**src/rtl/iter_shifter_pkg.sv**
```systemverilog
// Shared types for the iterative shifter: operation and FSM state encodings.
package iter_shifter_pkg;

    typedef enum logic [1:0] {
        OP_ROR = 2'b00,
        OP_LSL = 2'b01,
        OP_LSR = 2'b10,
        OP_ASR = 2'b11
    } shift_op_t;

    typedef enum logic [1:0] {
        S_IDLE  = 2'b00,
        S_SHIFT = 2'b01,
        S_DONE  = 2'b10
    } state_t;

endpackage

```
**src/rtl/iter_shifter_if.sv**
```systemverilog
// Request/result bundle of the iterative shifter.
// slave: seen from the shifter; master: seen from the producer/consumer.
interface iter_shifter_if
    import iter_shifter_pkg::*;
#(
    parameter int W = 16
);
    localparam int AMT_W = $clog2(W);

    logic             in_valid;
    logic             in_ready;
    logic [W-1:0]     in_data;
    shift_op_t        in_op;
    logic [AMT_W-1:0] in_amt;
    logic             out_valid;
    logic             out_ready;
    logic [W-1:0]     out_data;
    logic             carry_out;
    logic             busy;

    modport slave (
        input  in_valid, in_data, in_op, in_amt, out_ready,
        output in_ready, out_valid, out_data, carry_out, busy
    );

    modport master (
        output in_valid, in_data, in_op, in_amt, out_ready,
        input  in_ready, out_valid, out_data, carry_out, busy
    );
endinterface

```
**src/rtl/iter_shifter_shift_step.sv**
```systemverilog
// One combinational shift of n bits (0..STEP) and the last bit it pushes out.
// n == 0 passes the data through and reports no carry.
module shift_step
    import iter_shifter_pkg::*;
#(
    parameter int W    = 16,
    parameter int STEP = 1
)(
    input  logic [W-1:0]               data_i,
    input  shift_op_t                  op_i,
    input  logic [$clog2(STEP+1)-1:0]  n_i,
    input  logic                       sign_i,
    output logic [W-1:0]               data_o,
    output logic                       carry_o
);
    logic [W:0]   lsl_d;
    logic [W:0]   rsh_d;
    logic [W-1:0] fill_mask;
    logic [W-1:0] ror_d;
    logic         raw_carry;

    // Left shift keeps one extra MSB for the carry, right shift one extra LSB.
    always_comb begin
        lsl_d     = {1'b0, data_i} << n_i;
        rsh_d     = {data_i, 1'b0} >> n_i;
        fill_mask = ~({W{1'b1}} >> n_i);
        ror_d     = (data_i >> n_i) | (data_i << (W - int'(n_i)));
        data_o    = '0;
        raw_carry = 1'b0;
        case (op_i)
            OP_LSL: begin
                data_o    = lsl_d[W-1:0];
                raw_carry = lsl_d[W];
            end
            OP_LSR: begin
                data_o    = rsh_d[W:1];
                raw_carry = rsh_d[0];
            end
            OP_ASR: begin
                data_o    = rsh_d[W:1] | (sign_i ? fill_mask : '0);
                raw_carry = rsh_d[0];
            end
            default: begin
                data_o    = ror_d;
                raw_carry = ror_d[W-1];
            end
        endcase
        carry_o = (n_i != '0) && raw_carry;
    end
endmodule

```
**src/rtl/iter_shifter.sv**
```systemverilog
// Multi-cycle shifter: STEP bits per clock, result held until taken.
// Optional carry register: define SHIFTER_CARRY_EN.
//
// state   | meaning
// S_IDLE  | waiting for a request, in_ready high
// S_SHIFT | applying min(STEP, rem) per clock; a zero amount spends one cycle here
// S_DONE  | result held, out_valid high until out_ready
module iter_shifter
    import iter_shifter_pkg::*;
#(
    parameter int W    = 16,
    parameter int STEP = 1
)(
    input  logic           clk,
    input  logic           reset,
    iter_shifter_if.slave  bus
);
    localparam int AMT_W = $clog2(W);
    localparam int NW    = $clog2(STEP + 1);

    state_t           state_q;
    logic [W-1:0]     data_q;
    shift_op_t        op_q;
    logic [AMT_W-1:0] rem_q;
    logic             in_ready_q;
    logic             out_valid_q;
    logic             busy_q;

    logic [NW-1:0]    step_n;
    logic             step_last;
    logic [W-1:0]     step_data;
    logic             step_carry;

    // Bits to move this cycle; the last step is the one that empties rem.
    always_comb begin
        step_last = (int'(rem_q) <= STEP);
        if (step_last) begin
            step_n = NW'(rem_q);
        end else begin
            step_n = NW'(STEP);
        end
    end

    // ASR fill comes from the data MSB, which never changes during an ASR.
    shift_step #(
        .W    (W),
        .STEP (STEP)
    ) u_step (
        .data_i  (data_q),
        .op_i    (op_q),
        .n_i     (step_n),
        .sign_i  (data_q[W-1]),
        .data_o  (step_data),
        .carry_o (step_carry)
    );

    // Control FSM with registered handshake outputs and the data register.
    always_ff @(posedge clk) begin
        if (reset) begin
            state_q     <= S_IDLE;
            data_q      <= '0;
            op_q        <= OP_ROR;
            rem_q       <= '0;
            in_ready_q  <= 1'b1;
            out_valid_q <= 1'b0;
            busy_q      <= 1'b0;
        end else begin
            case (state_q)
                S_IDLE: begin
                    if (bus.in_valid) begin
                        data_q     <= bus.in_data;
                        op_q       <= bus.in_op;
                        rem_q      <= bus.in_amt;
                        in_ready_q <= 1'b0;
                        busy_q     <= 1'b1;
                        state_q    <= S_SHIFT;
                    end
                end
                S_SHIFT: begin
                    data_q <= step_data;
                    rem_q  <= rem_q - AMT_W'(step_n);
                    if (step_last) begin
                        out_valid_q <= 1'b1;
                        state_q     <= S_DONE;
                    end
                end
                S_DONE: begin
                    if (bus.out_ready) begin
                        out_valid_q <= 1'b0;
                        busy_q      <= 1'b0;
                        in_ready_q  <= 1'b1;
                        state_q     <= S_IDLE;
                    end
                end
                default: begin
                    state_q <= S_IDLE;
                end
            endcase
        end
    end

`ifdef SHIFTER_CARRY_EN
    logic carry_q;

    // Carry cleared on accept, loaded once from the final step.
    always_ff @(posedge clk) begin
        if (reset) begin
            carry_q <= 1'b0;
        end else if (state_q == S_IDLE && bus.in_valid) begin
            carry_q <= 1'b0;
        end else if (state_q == S_SHIFT && step_last) begin
            carry_q <= step_carry;
        end
    end

    assign bus.carry_out = carry_q;
`else
    logic unused_step_carry;
    assign unused_step_carry = step_carry;
    assign bus.carry_out     = 1'b0;
`endif

    assign bus.in_ready  = in_ready_q;
    assign bus.out_valid = out_valid_q;
    assign bus.out_data  = data_q;
    assign bus.busy      = busy_q;
endmodule
```
**src/flat_wrapper.sv**
```systemverilog
// flat-port wrapper written by rule: the top's interface ports become plain ports
module iter_shifter_flat import iter_shifter_pkg::*;
#(
    parameter int W    = 16,
    parameter int STEP = 1
)
  (clk, reset, bus_in_valid, bus_in_data, bus_in_op, bus_in_amt, bus_out_ready, bus_in_ready, bus_out_valid, bus_out_data, bus_carry_out, bus_busy);
  iter_shifter_if #(.W(W)) bus_i ();
  input  logic clk;
  input  logic reset;
  input wire logic [$bits(bus_i.in_valid)-1:0] bus_in_valid;
  input wire logic [$bits(bus_i.in_data)-1:0] bus_in_data;
  input wire logic [$bits(bus_i.in_op)-1:0] bus_in_op;
  input wire logic [$bits(bus_i.in_amt)-1:0] bus_in_amt;
  input wire logic [$bits(bus_i.out_ready)-1:0] bus_out_ready;
  output wire logic [$bits(bus_i.in_ready)-1:0] bus_in_ready;
  output wire logic [$bits(bus_i.out_valid)-1:0] bus_out_valid;
  output wire logic [$bits(bus_i.out_data)-1:0] bus_out_data;
  output wire logic [$bits(bus_i.carry_out)-1:0] bus_carry_out;
  output wire logic [$bits(bus_i.busy)-1:0] bus_busy;
  assign bus_i.in_valid = bus_in_valid;
  assign bus_i.in_data = bus_in_data;
  assign bus_i.in_op = bus_in_op;
  assign bus_i.in_amt = bus_in_amt;
  assign bus_i.out_ready = bus_out_ready;
  assign bus_in_ready = bus_i.in_ready;
  assign bus_out_valid = bus_i.out_valid;
  assign bus_out_data = bus_i.out_data;
  assign bus_carry_out = bus_i.carry_out;
  assign bus_busy = bus_i.busy;
  iter_shifter #(.W(W), .STEP(STEP)) u_core (.clk(clk), .reset(reset), .bus(bus_i));
endmodule
```
**config.mk**
```make
export PLATFORM = sky130hd
export DESIGN_NAME = iter_shifter_flat
export DESIGN_NICKNAME = d
export VERILOG_FILES = /design/src/rtl/iter_shifter_pkg.sv /design/src/rtl/iter_shifter_if.sv /design/src/rtl/iter_shifter_shift_step.sv /design/src/rtl/iter_shifter.sv /design/src/flat_wrapper.sv
export SDC_FILE = /design/constraint.sdc
export NUM_CORES = 1
export LEC_CHECK = 0
export BUFFER_PORTS_ARGS = -buffer_cell sky130_fd_sc_hd__buf_2
export CAP_MARGIN = 20
export CORE_MARGIN = 4
export CORE_UTILIZATION = 40
export DETAILED_ROUTE_END_ITERATION = 8
export PLACE_DENSITY = 0.66
export SYNTH_ARGS = -nofsm -noshare
export SYNTH_HDL_FRONTEND = slang
export SYNTH_SLANG_ARGS = --single-unit
```
**constraint.sdc**
```tcl
create_clock -name clk -period 1.6 [get_ports clk]
set_input_delay 0.08 -clock clk [delete_from_list [all_inputs] [get_ports clk]]
set_output_delay 0.08 -clock clk [all_outputs]
set_load 0.05 [all_outputs]
```
==> flow_metrics.tcl <==
set metrics [dict create \
    status "completed" \
    synthMuxAreaShare_pct 4.83 \
    final.min_clock_period_ns 1.59 \
    cts_max_level 1 \
    cts_root_buf "clkbuf_8" \
    row_count 23 \
    overflow 0 \
    rsz0062_at_grt "true" \
    grt_pass1_vias 1678 \
    setup_viol_count_final 0 \
    synth_top_family_by_area "compound AO/OA/AOI/OAI gates" \
    hold_path_class "input port to flop" \
    synth_compound_area_share_pct 34.9 \
    required_ns 1.77 \
    p_sw_share_pct 43.8 \
    cts.sinks 27 \
    fp.dieH_microns 72.9 \
    ys_types 40 \
    post_cts_buffers 0 \
    stdcell_area_sq_um 2130 \
    hold_violations 0 \
    final-instance-count-excl-fill 308 \
    wl_microns 4680 \
    final_cell_mix "buf_2, dfxtp_1, buf_4" \
    pwr-share-clk_pct 15.8 \
    crit_path_max_fanout 5 \
    r2r_start "u_core.rem_q[3]" \
    wl_per_cell_microns 15.2 \
    via_per_inst 5.71 \
    place_congestion 0.824 \
    dieArea_sq_um 5310 \
    die_x_microns 72.9 \
    final_layout_size_suffix_gt1_share_pct 32.2 \
    start_kind "flop" \
    cts_hold_buf 0 \
    core_sq_um 4030 \
    postSynthAreaPerCell_sq_um 7.98 \
    synth-simple-area-share_pct 19.2 \
    netlist_area_sq_um 1680 \
    syn_to_final_growth_pct 26.3 \
    ir_worst_vdd_mv 0.530 \
    grt_max_degree 23 \
    insertion_delay_ns 0.28 \
    internal_power_uw 1470 \
    fmax_ghz 0.631 \
    pwr-share-seq_pct 35.0 \
    drc_errors 0 \
    grt_usage_pct 18.6 \
    drv_slew 0 \
    dr.pass1.iters 4 \
    start_util_pct 41.8 \
    p_leak_uw 0.000882 \
    grt_pass1_wl_microns 7840 \
    synth_nets 238 \
    netlist_instances 211 \
    end_kind "flop" \
    min_from "bus_in_op[0]" \
    antenna_found_initial 0 \
    crit_type "flop to flop" \
    via_count 1759 \
    cts_tree "done" \
    fin_nets 286 \
    async_flop_share_pct 0 \
    powerDensity_nw_per_um2 1230 \
    pin_count 46 \
    clock_skew_ns 0.00141 \
    synth_edf_count 0 \
    post_cts_resized 0 \
    arrival_ns 1.76 \
    hpwl_microns 3280 \
    synth_seq_area_share_pct 32.1 \
    maxCapViolCount 0 \
    startpoint "u_core.rem_q[3]" \
    share_comb_of_total_power_pct 49.1 \
    yosys_most_used_dff "dfxtp_1" \
    dpl-instance-area_sq_um 2050 \
    fin_crit_sh_pct 99.1 \
    synth-xor-area-share_pct 0 \
    numCtsBuffers 3 \
    drtIter0Drc 89 \
    synth-adder-area-share_pct 0.743 \
    portBuffers 44 \
    antenna-diode-count 0 \
    clk_pin_slew_worst_paths_ns 0.10 \
    final_common_cell "buf_2" \
    cts.path.max_buffers 2 \
    ys_seq_elements 27 \
    postRouteAntennaNets 0 \
    p_sw_uw 1150 \
    dp.cells 303 \
    yosys_warnings 0 \
]
==> cell families (layout without fill, tap and decap cells) <==
family,count (synthesis),after routing
buf+inv,28,75
simple gates,63,63
mux,7,7
flops,27,27
fa+ha+maj,1,1
compound gates,84,84
other cells,1,1
==> through the flow <==
stage               setup slack [ns]  total power [uW]  utilization, %  hold WS [ns]  setup TNS (ns)
floorplan                    0.00887              1820               -         0.224               0
global placement              0.0621              2160            50.9         0.350               0
detailed placement            0.0271              2170            50.9         0.352               0
CTS                         0.000424              2580            52.0        0.0408               0
global route                 -0.0532              2790            52.8        0.0577         -0.0782
finish                        0.0150              2620            52.8        0.0409               0
==> worst paths after layout <==
kind                                              to  slack, ns  cells after the start
worst max-delay path                            flop       0.01                      4
worst min-delay path                  u_core.op_q[0]       0.04                      3
worst max register to register                  flop       0.01                      4
worst min register to register  u_core.bus.out_valid       0.47                      2
==> per-layer routing <==
metal	GRT usage (%)	share of wire (%)	wire length, microns	vias up
li1	-	-	-	883
met1	26.7	48	2250	809
met2	27.7	44	2050	62
met3	2.89	6.8	320	5
met4	7.58	1.3	61	0
met5	0	0	0	-
==> area by class of cell <==
class | instances | area [sq um]
clock buffer | 4 | 45.0
tap | 50 | 62.6
timing repair buffer | 66 | 440
multi-input combinational | 156 | 1020
fill | 401 | 1900
sequential | 27 | 543
inverter | 5 | 18.8
==> critical path, cell delays in order, from the launching register on <==
cell and delay (ns):
dfxtp_2 0.36, or4_4 0.58, mux2_4 0.33, o221ai_2 0.12, a31oi_1 0.09
==> cell usage after synthesis (5+ instances only) <==
master,count,area [sq um]
a41oi_1,6,52.6
nand2b_1,5,31.3
o221ai_1,12,105
clkbuf_1,14,52.6
mux2_2,5,56.3
o21ai_0,14,70.1
nand3_1,16,80.1
dfxtp_1,27,541
buf_2,5,25.0
nand2_1,16,60.1
a31oi_1,6,37.5
nor2_1,11,41.3
a21o_1,6,45.0
o21bai_1,7,52.6
a21oi_1,17,85.1
nand3b_1,5,37.5
==> power groups by stage <==
stage,Combinational [uW],Clock [uW],Sequential [uW]
2_1_floorplan,651,0,1170
3_3_place_gp,1230,0,926
3_5_place_dp,1240,0,927
4_1_cts,1250,423,914
5_1_grt,1400,447,939
6_report,1290,414,917
(Power assumes the default switching activity.)
